## src/rtl/io_pkg.sv

```systemverilog
// rtl/io_pkg.sv - shared address map, select bits, FSM states and byte helper for the I/O endpoint
package io_pkg;

  localparam logic [17:0] IO_UART     = 18'h30000;
  localparam logic [17:0] IO_CLK      = 18'h30004;
  localparam logic [17:0] IO_STAT     = 18'h30008;
  localparam logic [1:0]  IO_SEL_BITS = 2'b11;

  typedef enum logic [1:0] {
    RUN,
    DRAIN,
    SEND_NUL,
    DONE
  } io_state_e;

  // Pick byte idx out of a 32-bit word (little-endian byte lanes).
  function automatic logic [7:0] word_byte(input logic [31:0] w, input logic [1:0] idx);
    return w[8*idx +: 8];
  endfunction

endpackage

```

## src/rtl/io_tx_fifo.sv

```systemverilog
// rtl/io_tx_fifo.sv - circular TX byte buffer with wrapping pointers and occupancy count
module io_tx_fifo #(
  parameter int DEPTH = 8
) (
  input  logic                     clk_in,
  input  logic                     rst_in,
  input  logic                     push,
  input  logic [7:0]               push_data,
  input  logic                     pop,
  output logic [7:0]               head,
  output logic                     full,
  output logic                     empty,
  output logic [$clog2(DEPTH):0]   count
);

  localparam int AW = $clog2(DEPTH);
  localparam int CW = AW + 1;

  logic [7:0]    mem [DEPTH];
  logic [AW-1:0] wr_ptr;
  logic [AW-1:0] rd_ptr;

  assign head  = mem[rd_ptr];
  assign full  = (count == CW'(DEPTH));
  assign empty = (count == '0);

  // Pointers wrap naturally because DEPTH is a power of two; count tracks occupancy.
  always_ff @(posedge clk_in) begin
    if (!rst_in) begin
      wr_ptr <= '0;
      rd_ptr <= '0;
      count  <= '0;
    end else begin
      if (push) wr_ptr <= wr_ptr + 1'b1;
      if (pop)  rd_ptr <= rd_ptr + 1'b1;
      case ({push, pop})
        2'b10:   count <= count + 1'b1;
        2'b01:   count <= count - 1'b1;
        default: count <= count;
      endcase
    end
  end

  // Storage needs no reset; a push into a full buffer only happens alongside a pop of that slot.
  always_ff @(posedge clk_in) begin
    if (push) mem[wr_ptr] <= push_data;
  end

endmodule

```

## src/rtl/io_port_ctrl.sv

```systemverilog
// rtl/io_port_ctrl.sv - memory-mapped UART/counter endpoint; optional TX statistics under IO_TX_STATS_EN
module io_port_ctrl
  import io_pkg::*;
#(
  parameter int TX_DEPTH = 8,
  parameter int CNT_W    = 32
) (
  input  logic        clk_in,
  input  logic        rst_in,
  input  logic        rdy_in,
  input  logic [31:0] mem_a,
  input  logic [7:0]  mem_dout,
  input  logic        mem_wr,
  input  logic        io_rd_en,
  output logic [7:0]  io_rd_data,
  output logic        io_rd_valid,
  output logic        io_buffer_full,
  output logic [7:0]  tx_data,
  output logic        tx_valid,
  input  logic        tx_ready,
  input  logic [7:0]  rx_data,
  input  logic        rx_valid,
  output logic        program_done
);

  localparam int CW = $clog2(TX_DEPTH) + 1;
  localparam logic [CW-1:0] FULL_MARK = CW'(TX_DEPTH - 1);

  io_state_e        state, state_next;
  logic [17:0]      addr;
  logic             io_sel, wr_acc, rd_acc;
  logic             uart_wr, clk_wr, uart_rd;
  logic             fifo_push, fifo_pop, fifo_full, fifo_empty;
  logic [7:0]       fifo_head;
  logic [CW-1:0]    fifo_count;
  logic [CNT_W-1:0] cnt, snap;
  logic             rx_full;
  logic [7:0]       rx_byte;
  logic [7:0]       rd_byte;
  logic             unused_addr;

  assign addr        = mem_a[17:0];
  assign unused_addr = ^mem_a[31:18];
  assign io_sel      = (mem_a[17:16] == IO_SEL_BITS);
  assign wr_acc      = rdy_in && io_sel && mem_wr;
  assign rd_acc      = rdy_in && io_sel && !mem_wr && io_rd_en;
  assign uart_wr     = wr_acc && (addr == IO_UART) && (state == RUN) && (mem_dout != 8'h00);
  assign clk_wr      = wr_acc && (addr == IO_CLK);
  assign uart_rd     = rd_acc && (addr == IO_UART);

  // Pops follow the UART handshake only, so draining continues while the core is stalled.
  assign fifo_pop    = !fifo_empty && tx_ready;
  assign fifo_push   = uart_wr && (!fifo_full || fifo_pop);

  // One slot of slack: the core sees backpressure a cycle late.
  assign io_buffer_full = (fifo_count >= FULL_MARK);

  io_tx_fifo #(.DEPTH(TX_DEPTH)) u_tx_fifo (
    .clk_in    (clk_in),
    .rst_in    (rst_in),
    .push      (fifo_push),
    .push_data (mem_dout),
    .pop       (fifo_pop),
    .head      (fifo_head),
    .full      (fifo_full),
    .empty     (fifo_empty),
    .count     (fifo_count)
  );

  // Program-end sequencer state register.
  always_ff @(posedge clk_in) begin
    if (!rst_in) state <= RUN;
    else         state <= state_next;
  end

  // Next state plus TX/done outputs; NUL terminator is sent once the buffer has drained.
  always_comb begin
    state_next   = state;
    tx_valid     = !fifo_empty;
    tx_data      = fifo_empty ? 8'h00 : fifo_head;
    program_done = 1'b0;
    case (state)
      RUN:      if (clk_wr) state_next = DRAIN;
      DRAIN:    if (fifo_empty) state_next = SEND_NUL;
      SEND_NUL: begin
        tx_valid = 1'b1;
        tx_data  = 8'h00;
        if (tx_ready) state_next = DONE;
      end
      DONE:     program_done = 1'b1;
      default:  state_next = RUN;
    endcase
  end

  // Cycle counter stops once the program is done; a byte-0 read takes a coherent snapshot.
  always_ff @(posedge clk_in) begin
    if (!rst_in) begin
      cnt  <= '0;
      snap <= '0;
    end else begin
      if (rdy_in && state != DONE) cnt <= cnt + 1'b1;
      if (rd_acc && addr == IO_CLK) snap <= cnt;
    end
  end

  // Single-byte RX holder; a new byte always wins over a read-clear in the same cycle.
  always_ff @(posedge clk_in) begin
    if (!rst_in) begin
      rx_full <= 1'b0;
      rx_byte <= 8'h00;
    end else if (rx_valid) begin
      rx_full <= 1'b1;
      rx_byte <= rx_data;
    end else if (uart_rd) begin
      rx_full <= 1'b0;
    end
  end

`ifdef IO_TX_STATS_EN
  logic [30:0] stat_cnt;
  logic        tx_overflow;
  logic        drop;

  assign drop = uart_wr && fifo_full && !fifo_pop;

  // Bytes handed to the UART (NUL included) and sticky overflow; a write to the stat address clears both.
  always_ff @(posedge clk_in) begin
    if (!rst_in || (wr_acc && addr == IO_STAT)) begin
      stat_cnt    <= '0;
      tx_overflow <= 1'b0;
    end else begin
      if (tx_valid && tx_ready) stat_cnt <= stat_cnt + 1'b1;
      if (drop) tx_overflow <= 1'b1;
    end
  end
`endif

  // Read data mux for the addressed register.
  always_comb begin
    rd_byte = 8'h00;
    if (addr == IO_UART) begin
      rd_byte = rx_full ? rx_byte : 8'h00;
    end else if (addr[17:2] == IO_CLK[17:2]) begin
      rd_byte = (addr[1:0] == 2'd0) ? word_byte(cnt, 2'd0) : word_byte(snap, addr[1:0]);
`ifdef IO_TX_STATS_EN
    end else if (addr[17:2] == IO_STAT[17:2]) begin
      rd_byte = word_byte({tx_overflow, stat_cnt}, addr[1:0]);
`endif
    end
  end

  // Read response is registered: exactly one cycle after an accepted read.
  always_ff @(posedge clk_in) begin
    if (!rst_in) begin
      io_rd_valid <= 1'b0;
      io_rd_data  <= 8'h00;
    end else begin
      io_rd_valid <= rd_acc;
      if (rd_acc) io_rd_data <= rd_byte;
    end
  end

endmodule

```

## config.mk

```make
export PLATFORM = sky130hd
export DESIGN_NAME = io_port_ctrl
export DESIGN_NICKNAME = d
export VERILOG_FILES = /design/src/rtl/io_pkg.sv /design/src/rtl/io_tx_fifo.sv /design/src/rtl/io_port_ctrl.sv
export SDC_FILE = /design/constraint.sdc
export NUM_CORES = 1
export LEC_CHECK = 0
export CORE_ASPECT_RATIO = 1.1
export CORE_MARGIN = 2
export CORE_UTILIZATION = 60
export DETAILED_ROUTE_END_ITERATION = 8
export DONT_BUFFER_PORTS = 1
export GPL_ROUTABILITY_DRIVEN = 0
export PLACE_DENSITY = 0.79
export SLEW_MARGIN = 30
export SYNTH_ARGS = -nofsm -noshare
export SYNTH_HDL_FRONTEND = slang
export SYNTH_SLANG_ARGS = --single-unit
```

## constraint.sdc

```tcl
create_clock -name clk_in -period 3.63 [get_ports clk_in]
set_input_delay 0.726 -clock clk_in [delete_from_list [all_inputs] [get_ports clk_in]]
set_output_delay 0.726 -clock clk_in [all_outputs]
set_load 0.05 [all_outputs]
```

# Word level (Yosys, flattened, before mapping)
# Memory sizes are Yosys's and may differ from the RTL's. A register that Yosys moved wholly into a read port is not among the register bits.
# Cells that the tools add are included.
[word_totals]
register_bits = 94
ramBits = 64
input_bits = 55
out_inout_bits = 20
word_cells = 76
memories = 1
[memory_table]
columns = ["memory", "words", "width", "rd", "rd_ports_with_merged_regs", "write_ports", "line_no", "text"]
rows = [
  ["u_tx_fifo.mem", 8, 8, 1, 1, 1, "io_tx_fifo.sv:19", "logic [7:0] mem [DEPTH];"],
]
[op_classes]
addsub = 5
order_cmp = 1
n_eq_ne = 14
n_shift = 1
n_mux = 19
n_reduce_logical = 25
[op_table]
columns = ["op", "count"]
rows = [
  ["2-to-1 mux 8 bit", 6],
  ["equality test 18 bit (second input constant)", 2],
  ["adder 32 x 1 -> 32 bit (second input constant)", 1],
  ["indexed part select 32 x 6 -> 8 bit", 1],
  ["equality test 16 bit (second input constant)", 1],
  ["logical AND 1 bit", 13],
  ["equality test 2 bit (second input constant)", 4],
  ["inequality test 2 bit (second input constant)", 4],
  ["case mux 4 bit (2 select lines)", 1],
  ["nonzero test 8 bit", 1],
  ["adder 3 x 1 -> 3 bit (second input constant)", 2],
  ["2-to-1 mux 1 bit", 6],
  ["2-to-1 mux 2 bit", 3],
  ["2-to-1 mux 3 bit", 2],
  ["case mux 2 bit (3 select lines)", 1],
  ["adder 4 x 1 -> 4 bit (second input constant)", 1],
  ["equality test 2 x 1 -> 1 bit (second input constant)", 2],
  ["equality test 4 bit (second input constant)", 1],
  ["greater-or-equal comparator 4 x 3 -> 1 bit (second input constant)", 1],
  ["zero test 2 bit", 2],
  ["zero test 4 bit", 1],
  ["AND reduction 4 bit", 1],
  ["nonzero test 2 bit", 2],
  ["subtractor 4 x 1 -> 4 bit (second input constant)", 1],
  ["other kinds (3)", 5],
]

# Depth between registers and ports, before layout
# Gate-level depths: netlist of run 1.
[depth]
ltp_word = 9
ltp_mapped = 13
ltp_nobuf = 13

# Cells and area by module
# From an unflattened synthesis of run 1, not the netlist that was laid out.
[unflattened]
cells_unflattened = 570
hier_area_um2 = 6815.3
[by_module_without_submodules]
columns = ["module", "n_inst", "cells_per_inst", "area_per_inst_um2", "seq_area_each_um2"]
rows = [
  ["io_port_ctrl", 1, 407, 3698.5, 1521.5],
  ["io_tx_fifo", 1, 163, 3116.7, 2182.1],
]

# Worst setup path before layout of run 1
# Ideal clock, no wire load.
[synth_timing]
kind = "input -> register"
from = "input port mem_a[1]"
to = "register u_tx_fifo.count[3]"
arrival_ns = 3.040
path_slack_ns = 0.470
stages = 12
path_cell_list = "buf_6 > or2_4 > a2111oi_4 > nand2_2 > nand2_1 > inv_1 > ha_1 > a21o_1 > a21oi_1 > nor3_1 > mux2_4 > o31a_1"
[synth_between]
elab_chain_cells = 7
elab_cells_between_ends = 9
classes_between = "eq/ne (3); mux (1); reduce/logical (5)"
[synth_rtl]
columns = ["element", "line_no", "text"]
rows = [
  ["from (decl)", "io_port_ctrl.sv:11", "input logic [31:0] mem_a,"],
  ["equality test 18 bit *", "io_port_ctrl.sv:47", "assign uart_wr = wr_acc && (addr == IO_UART) && (state == RUN) && (mem_dout != 8'h00);"],
  ["logical AND 1 bit * (3 in series)", "io_port_ctrl.sv:47", ""],
  ["logical AND 1 bit *", "io_port_ctrl.sv:53", "assign fifo_push = uart_wr && (!fifo_full || fifo_pop);"],
  ["equality test 2 x 1 -> 1 bit or equality test 2 bit (tied branches)", "io_tx_fifo.sv:36", "case ({push, pop})"],
  ["case mux 4 bit (2 select lines) or nonzero test 2 bit (tied branches)", "-", ""],
  ["to (signal assigned)", "io_tx_fifo.sv:37", "2'b10: count <= count + 1'b1;"],
  ["to (signal assigned)", "io_tx_fifo.sv:38", "2'b01: count <= count - 1'b1;"],
  ["to (signal assigned)", "io_tx_fifo.sv:39", "default: count <= count;"],
  ["to (decl)", "io_tx_fifo.sv:13", "output logic [$clog2(DEPTH):0] count"],
]
# Every way passes the cells marked *; elsewhere a longest branch is shown, timed or not.
# A chain may end at the register's enable or synchronous reset.

# Worst setup path in the final report of run 1
[layout_timing]
from = "input port mem_wr"
to = "register u_tx_fifo.count[3]"
[layout_between]
elab_chain_cells = 7
elab_cells_between_ends = 9
classes_between = "eq/ne (2); mux (1); reduce/logical (6)"
[layout_rtl]
columns = ["element", "line_no", "text"]
rows = [
  ["from (decl)", "io_port_ctrl.sv:13", "input logic mem_wr,"],
  ["logical AND 1 bit *", "io_port_ctrl.sv:45", "assign wr_acc = rdy_in && io_sel && mem_wr;"],
  ["logical AND 1 bit * (3 in series)", "io_port_ctrl.sv:47", ""],
  ["logical AND 1 bit *", "io_port_ctrl.sv:53", ""],
  ["equality test 2 x 1 -> 1 bit or equality test 2 bit (tied branches)", "io_tx_fifo.sv:36", ""],
  ["case mux 4 bit (2 select lines) or nonzero test 2 bit (tied branches)", "-", ""],
]
# Marked as above.

==> load_flow_metrics.sql, run 1 <==
INSERT INTO impl_metrics (metric_group, metric, value, unit) VALUES
('timing', 'skew', '5.87', 'ps'),
('logic_synthesis', 'synthTopCellsByArea', 'edfxtp_1 (28%), dfxtp_1 (26%), mux4_2 (5.2%)', ''),
('route', 'drtPass1Iterations', '7', ''),
('worst_setup_path', 'crit_path_max_fanout', '4', ''),
('logic_synthesis', 'yosys.cell_count.top_type', 'dfxtp_1', ''),
('placement', 'post-dp-hpwl', '9.77', 'mm'),
('hold_path', 'timing.hold.worst.class', 'input pin to register', ''),
('layout', 'areaGrowthSynthToFinish', '11.7', '%'),
('run', 'drv_cap', '0', ''),
('timing', 'report.final.slew_viol_count', '0', ''),
('cts', 'cts-htree-levels', '4', ''),
('cts', 'clock_insertion_delay_worst_skew', '420', 'ps'),
('floorplan', 'dieArea', '12300', 'um^2'),
('timing', 'setup-tns-final', '0', 'ps'),
('logic_synthesis', 'dominantRegCellSynth', 'dfxtp_1', ''),
('cts', 'cts_tree', 'done', ''),
('timing', 'relSlewSlack', '49.9', '%'),
('floorplan', 'die_width', '106', 'um'),
('logic_synthesis', 'netlist.area_leader.share', '28.0', '%'),
('route', 'final_antenna_net_count', '0', ''),
('pwr', 'vdd_ir_drop_max', '0.386', 'mV'),
('logic_synthesis', 'yosysUniqueCellTypes', '52', ''),
('worst_setup_path', 'critical-path-top-delay-family', 'compound AO/OA/AOI/OAI gates', ''),
('worst_setup_path', 'timing.critical_path.slowest_cell_delay', '520', 'ps'),
('outcome', 'outcome', 'finished clean', ''),
('global_route', 'grt_pass1_vias', '4657', ''),
('cts', 'clk_path_buf_depth', '2', ''),
('pwr', 'leakage_dissipation', '2.77', 'nW'),
('pwr', 'power_frac_clock', '46.7', '%'),
('global_route', 'grt_usage', '25.5', '%'),
('floorplan', 'core.rowCount', '40', ''),
('timing', 'finalWorstPathRequiredPeriod', '3030', 'ps'),
('layout', 'n_antenna_cell', '0', ''),
('timing', 'grt_setup_unrepaired', 'no', ''),
('layout', 'drive_gt1_share', '13.1', '%'),
('timing', 'finalHoldViolCount', '0', ''),
('timing', 'period_share', '83.4', '%'),
('placement', 'port_buffers', '0', ''),
('floorplan', 'initial_cell_density_of_the_core', '62.1', '%'),
('logic_synthesis', 'syn_nets', '649', ''),
('layout', 'final_net_count', '655', ''),
('pwr', 'power.switching_fraction', '22.1', '%'),
('global_route', 'grt_pass1_wl', '23.6', 'mm'),
('cts', 'cts_repair_resize_count', '0', ''),
('pwr', 'seqPwrFrac', '47.5', '%'),
('logic_synthesis', 'synth-seq-cells', '153', ''),
('logic_synthesis', 'yosys.area.top_type', 'edfxtp_1', ''),
('logic_synthesis', 'syn_avg_cell_area', '11.8', 'um^2'),
('timing', 'worst_pin_slew', '751', 'ps'),
('worst_setup_path', 'setup.worst_path.start_class', 'input pin', ''),
('logic_synthesis', 'post_synth_instance_area', '6870', 'um^2'),
('pwr', 'power.internal', '0.00302', 'W'),
('logic_synthesis', 'ys_warn_count', '0', ''),
('worst_setup_path', 'worst_path_arrival', '3340', 'ps'),
('route', 'first_iter_violations', '305', ''),
('pwr', 'power.switching', '0.000854', 'W'),
('floorplan', 'die_height', '116', 'um'),
('cts', 'postCtsSetupBuffers', '0', ''),
('global_route', 'grt_start_max_net_pins', '92', ''),
('global_route', 'grt_remaining_overflow', '0', ''),
('worst_setup_path', 'critPathRequiredTime', '3940', 'ps'),
('logic_synthesis', 'number_of_enable_type_register_cells_in_the_synthesized_netlist', '64', ''),
('logic_synthesis', 'post_synth_inst_count', '583', ''),
('worst_setup_path', 'cell_with_the_largest_stage_delay_on_the_worst_path', 'a2111oi_4', ''),
('cts', 'ctsRootBufferMaster', 'clkbuf_16', ''),
('route', 'via_per_inst', '6.14', ''),
('floorplan', 'floorplan.io_pins', '75', ''),
('worst_setup_path', 'crit_path_end_kind', 'register', ''),
('pwr', 'combPwrFrac', '5.8', '%'),
('timing', 'top_achievable_clock_speed', '330', 'MHz'),
('pwr', 'powerDensity', '505', 'nW/um^2');
routing by layer:
metal / track usage (%) / share of wire (%) / up-vias
met5: 0 / 0 / -
met4: 10.6 / 2.5 / 0
met3: 5.92 / 5.8 / 38
met2: 47.2 / 54 / 167
met1: 28.5 / 37 / 2248
li1: - / - / 2148
cell type report:
class	count	area [um^2]
multi-input cells	383	2960
inverters	12	45.0
fillers	764	3390
flip-flops and latches	153	3700
repair buffers	22	165
clock buffers	19	443
well taps	147	184
clock inverters	13	169
flip-flops by register name (all words and copies together), names as in the netlist, named ones only:
signal            cells
u_tx_fifo.mem        64
io_rd_valid           1
io_rd_data            8
state                 2
u_tx_fifo.rd_ptr      3
cnt                  32
snap                 24
rx_byte               8
u_tx_fifo.wr_ptr      3
rx_full               1
u_tx_fifo.count       4
cell usage in the layout (no fill, tap or decap), drive strengths merged, types with 2 or more instances in the layout:
cell      n
a221oi    9
xor2     14
nand4    13
clkinv    5
xnor2    17
and4      7
a21oi     3
bufinv    3
inv      16
nor2     19
nand2b    4
nor3     12
a21boi   31
mux2i    23
and3      3
buf      22
edfxtp   64
mux4     24
and2     35
nor3b     3
ha       10
nand2    73
dfxtp    89
a2111oi   2
mux2      2
nand3    14
or3       5
nor4b     4
clkbuf   19
o21ai    16
nor4     15
or2       3
nor2b    12
power by group through the flow:
stage	clock network, W	logic (W)	registers (W)
6_report	0.00181	0.000225	0.00184
5_1_grt	0.00189	0.000243	0.00184
4_1_cts	0.00183	0.000227	0.00184
3_5_place_dp	0	0.000223	0.00188
3_3_place_gp	0	0.000215	0.00187
2_1_floorplan	0	0.000200	0.00187
stage by stage:
stage,power (W),instance area [um^2],setup slack [ps],hold slack [ps]
2_1_floorplan,0.00207,6870,470,426
3_3_place_gp,0.00209,7060,337,437
3_5_place_dp,0.00210,7060,239,453
4_1_cts,0.00390,7670,630,384
5_1_grt,0.00397,7670,412,383
6_report,0.00387,7670,601,395
path summary, 6_finish.rpt:
path	startpoint	to	slack, ps	depth (start not counted)
hold / removal	mem_dout[5]	u_tx_fifo.mem[4][5]	400	0
hold reg to reg	snap[24]	snap[24]	460	2
setup reg to reg	u_tx_fifo.count[3]	u_tx_fifo.count[3]	620	10
setup / recovery	mem_wr	u_tx_fifo.count[3]	600	11
logic make-up (layout without fill, tap and decap cells):
kind of cell / Yosys count / in the layout / share of synthesized area, %
buffers and inverters: 47 / 66 / 2.99
xor gates and xnor gates: 31 / 31 / 3.95
adders and majority gates: 11 / 11 / 2.11
muxes: 49 / 49 / 12.0
DFF: 153 / 153 / 53.9
AOI/OAI and AO/OA: 66 / 66 / 7.23
and+or+nand+nor: 226 / 226 / 17.7
No activity file was read; power rests on OpenSTA's default activity.
==> run 2, diff against run 1 <==
Clock period 3.63 ns to 3.1 ns, I/O delays scaled along.
==> run 2 against run 1 <==
  * Total power is 22% higher
  * Via count down 0.63%
  * Count of clock-buffer cells in the layout is 1 higher
  * Cell count up 1.3%
  * Clock skew up 9.1 ps
  * Setup slack worse by 390 ps
  * Sequential share of layout area fell by 0.75 points
  * Critical endpoint unchanged
  * Highest routed layer unchanged
==> load_flow_metrics.sql, run 2 (synthesis results as in run 1) <==
INSERT INTO impl_metrics (metric_group, metric, value, unit) VALUES
('outcome', 'outcome', 'finished clean', ''),
('pwr', 'vdd_ir_drop_max', '0.408', 'mV'),
('worst_setup_path', 'reg2reg_slack', '210', 'ps'),
('layout', 'fillerInstances', '733', ''),
('worst_setup_path', 'worstReg2RegStart', 'u_tx_fifo.count[3]', ''),
('cts', 'clkSlewWorstSetupHoldPaths', '60', 'ps'),
('cts', 'ctsRootBufferMaster', 'clkbuf_16', ''),
('route', 'via_per_inst', '6.02', ''),
('run', 'drv_cap', '0', ''),
('timing', 'worst_pin_slew', '786', 'ps'),
('route', 'drcViolationCount', '0', ''),
('cts', 'clock_insertion_delay_worst_skew', '420', 'ps'),
('worst_setup_path', 'ff2ff_path_depth', '11', ''),
('floorplan', 'core.rowCount', '40', ''),
('worst_setup_path', 'worst_path_arrival', '3240', 'ps'),
('timing', 'top_achievable_clock_speed', '347', 'MHz'),
('global_route', 'grt_pass1_vias', '4727', ''),
('floorplan', 'initial_cell_density_of_the_core', '62.1', '%'),
('layout', 'finish.utilization', '70.4', '%'),
('cts', 'tritoncts_buffers', '17', ''),
('timing', 'finalHoldViolCount', '0', ''),
('timing', 'report.final.slew_viol_count', '0', ''),
('layout', 'final_net_count', '665', ''),
('hold_path', 'holdPathStages', '0', ''),
('floorplan', 'floorplan.io_pins', '75', ''),
('cts', 'holdBufCountCts', '0', ''),
('timing', 'finalSetupViolations', '0', ''),
('worst_setup_path', 'reg2reg_to', 'u_tx_fifo.count[3]', ''),
('cts', 'postCtsSetupBuffers', '0', ''),
('global_route', 'grt_antenna_before_repair', '0', ''),
('route', 'final_antenna_net_count', '0', ''),
('worst_setup_path', 'crit_path_end_kind', 'register', ''),
('timing', 'relSlewSlack', '47.5', '%'),
('cts', 'cts-htree-levels', '4', ''),
('pwr', 'leakage_dissipation', '2.84', 'nW'),
('global_route', 'grt_start_max_net_pins', '92', ''),
('route', 'routed_wire_length', '14.6', 'mm'),
('layout', 'final_common_cell', 'dfxtp_1', ''),
('placement', 'post-dp-hpwl', '9.63', 'mm'),
('global_route', 'grt_pass1_wl', '23.3', 'mm'),
('hold_path', 'hold-path-endpoint', 'u_tx_fifo.mem[2][2]', ''),
('placement', 'port_buffers', '0', ''),
('cts', 'clk_path_buf_depth', '2', ''),
('layout', 'n_antenna_cell', '0', ''),
('layout', 'drive_gt1_share', '14.7', '%'),
('layout', 'most_flop_heavy_register', 'u_tx_fifo.mem', ''),
('floorplan', 'dieArea', '12300', 'um^2'),
('worst_setup_path', 'setup.worst_path.start_class', 'register', ''),
('timing', 'period_share', '93.1', '%'),
('layout', 'flip_flop_count_of_the_largest_register_all_copies_and_words_added', '64', ''),
('cts', 'cts_num_sinks', '153', ''),
('floorplan', 'die_height', '116', 'um'),
('route', 'wl_per_cell', '19.2', 'um'),
('route', 'vias', '4572', ''),
('hold_path', 'timing.hold.worst.class', 'input pin to register', ''),
('layout', 'largestRegisters', 'u_tx_fifo.mem: 64 flops, cnt: 32 flops, snap: 24 flops', ''),
('global_route', 'grt_remaining_overflow', '0', ''),
('floorplan', 'die_width', '106', 'um'),
('route', 'first_iter_violations', '270', ''),
('cts', 'cts_tree', 'done', ''),
('worst_setup_path', 'crit_path_max_fanout', '7', ''),
('layout', 'areaGrowthSynthToFinish', '13.4', '%'),
('layout', 'most_frequent_cells_in_the_layout', 'dfxtp_1 (89), nand2_1 (72), edfxtp_1 (64)', ''),
('route', 'drtPass1Iterations', '5', ''),
('worst_setup_path', 'critPathRequiredTime', '3460', 'ps'),
('hold_path', 'hp-start', 'mem_dout[2]', ''),
('floorplan', 'floorplan.core_area', '11100', 'um^2'),
('timing', 'grt_setup_unrepaired', 'no', ''),
('cts', 'cts_repair_resize_count', '0', ''),
('timing', 'finalWorstPathRequiredPeriod', '2890', 'ps'),
('worst_setup_path', 'criticalPathCategory', 'register to register', ''),
('timing', 'setup-tns-final', '0', 'ps'),
('timing', 'skew', '15.0', 'ps'),
('pwr', 'powerDensity', '606', 'nW/um^2'),
('global_route', 'grt_usage', '24.9', '%');
[run 2: worst max-delay path by stage]
stage	start	to	slack [ps]	cells past startpoint
after floorplan	mem_a[1]	u_tx_fifo.count[3]	50	12
after global placement	mem_wr	u_tx_fifo.count[3]	130	11
after detailed placement	mem_wr	u_tx_fifo.count[3]	80	11
after CTS	u_tx_fifo.count[3]	u_tx_fifo.count[3]	240	11
after global routing	u_tx_fifo.count[3]	u_tx_fifo.count[3]	110	11
final	u_tx_fifo.count[3]	u_tx_fifo.count[3]	210	11
[run 2: critical path: stages (launching register included)]
cell     delay (ps)
dfxtp_1         370
or4_1           660
and2_1          250
nand2_1          90
inv_1            80
ha_1            280
a21o_1          190
a21oi_1         200
buf_4           150
mux2_2          320
o21ai_0         100
o31a_1          140
[run 2: area by class of cell]
type / count / area [um^2] / share of cell area (%)
Multi-Input combinational cell: 383 / 2960 / 38.0
Tap cell: 147 / 184 / 2.36
Timing Repair Buffer: 32 / 240 / 3.08
Clock buffer: 20 / 447 / 5.74
Clock inverter: 12 / 210 / 2.70
Inverter: 12 / 45.0 / 0.578
Sequential cell: 153 / 3700 / 47.6
[run 2: stage by stage]
step | instances | power, W | instance area [um^2] | setup WS [ps] | hold WS (ps)
2_1_floorplan | 583 | 0.00242 | 6870 | 46.3 | 426
3_3_place_gp | 727 | 0.00245 | 7130 | 131 | 438
3_5_place_dp | 727 | 0.00246 | 7130 | 82.0 | 449
4_1_cts | 759 | 0.00474 | 7790 | 242 | 271
5_1_grt | 759 | 0.00484 | 7790 | 106 | 267
6_report | 759 | 0.00472 | 7790 | 215 | 287
[run 2: where the power goes]
part           internal [W]  switching [W]  total (W)
clock network       0.00146       0.000831    0.00229
logic              0.000118       0.000151   0.000268
registers           0.00212      0.0000330    0.00215
total               0.00370        0.00101    0.00472
[run 2: routing by layer]
| layer | share of wire, % | up-vias | GRT usage (%) |
|---|---|---|---|
| met1 | 39 | 2236 | 27.7 |
| met2 | 53 | 152 | 44.8 |
| met4 | 2.9 | 0 | 12.5 |
| li1 | - | 2151 | - |
| met5 | 0 | - | 0 |
| met3 | 5.1 | 33 | 6.53 |
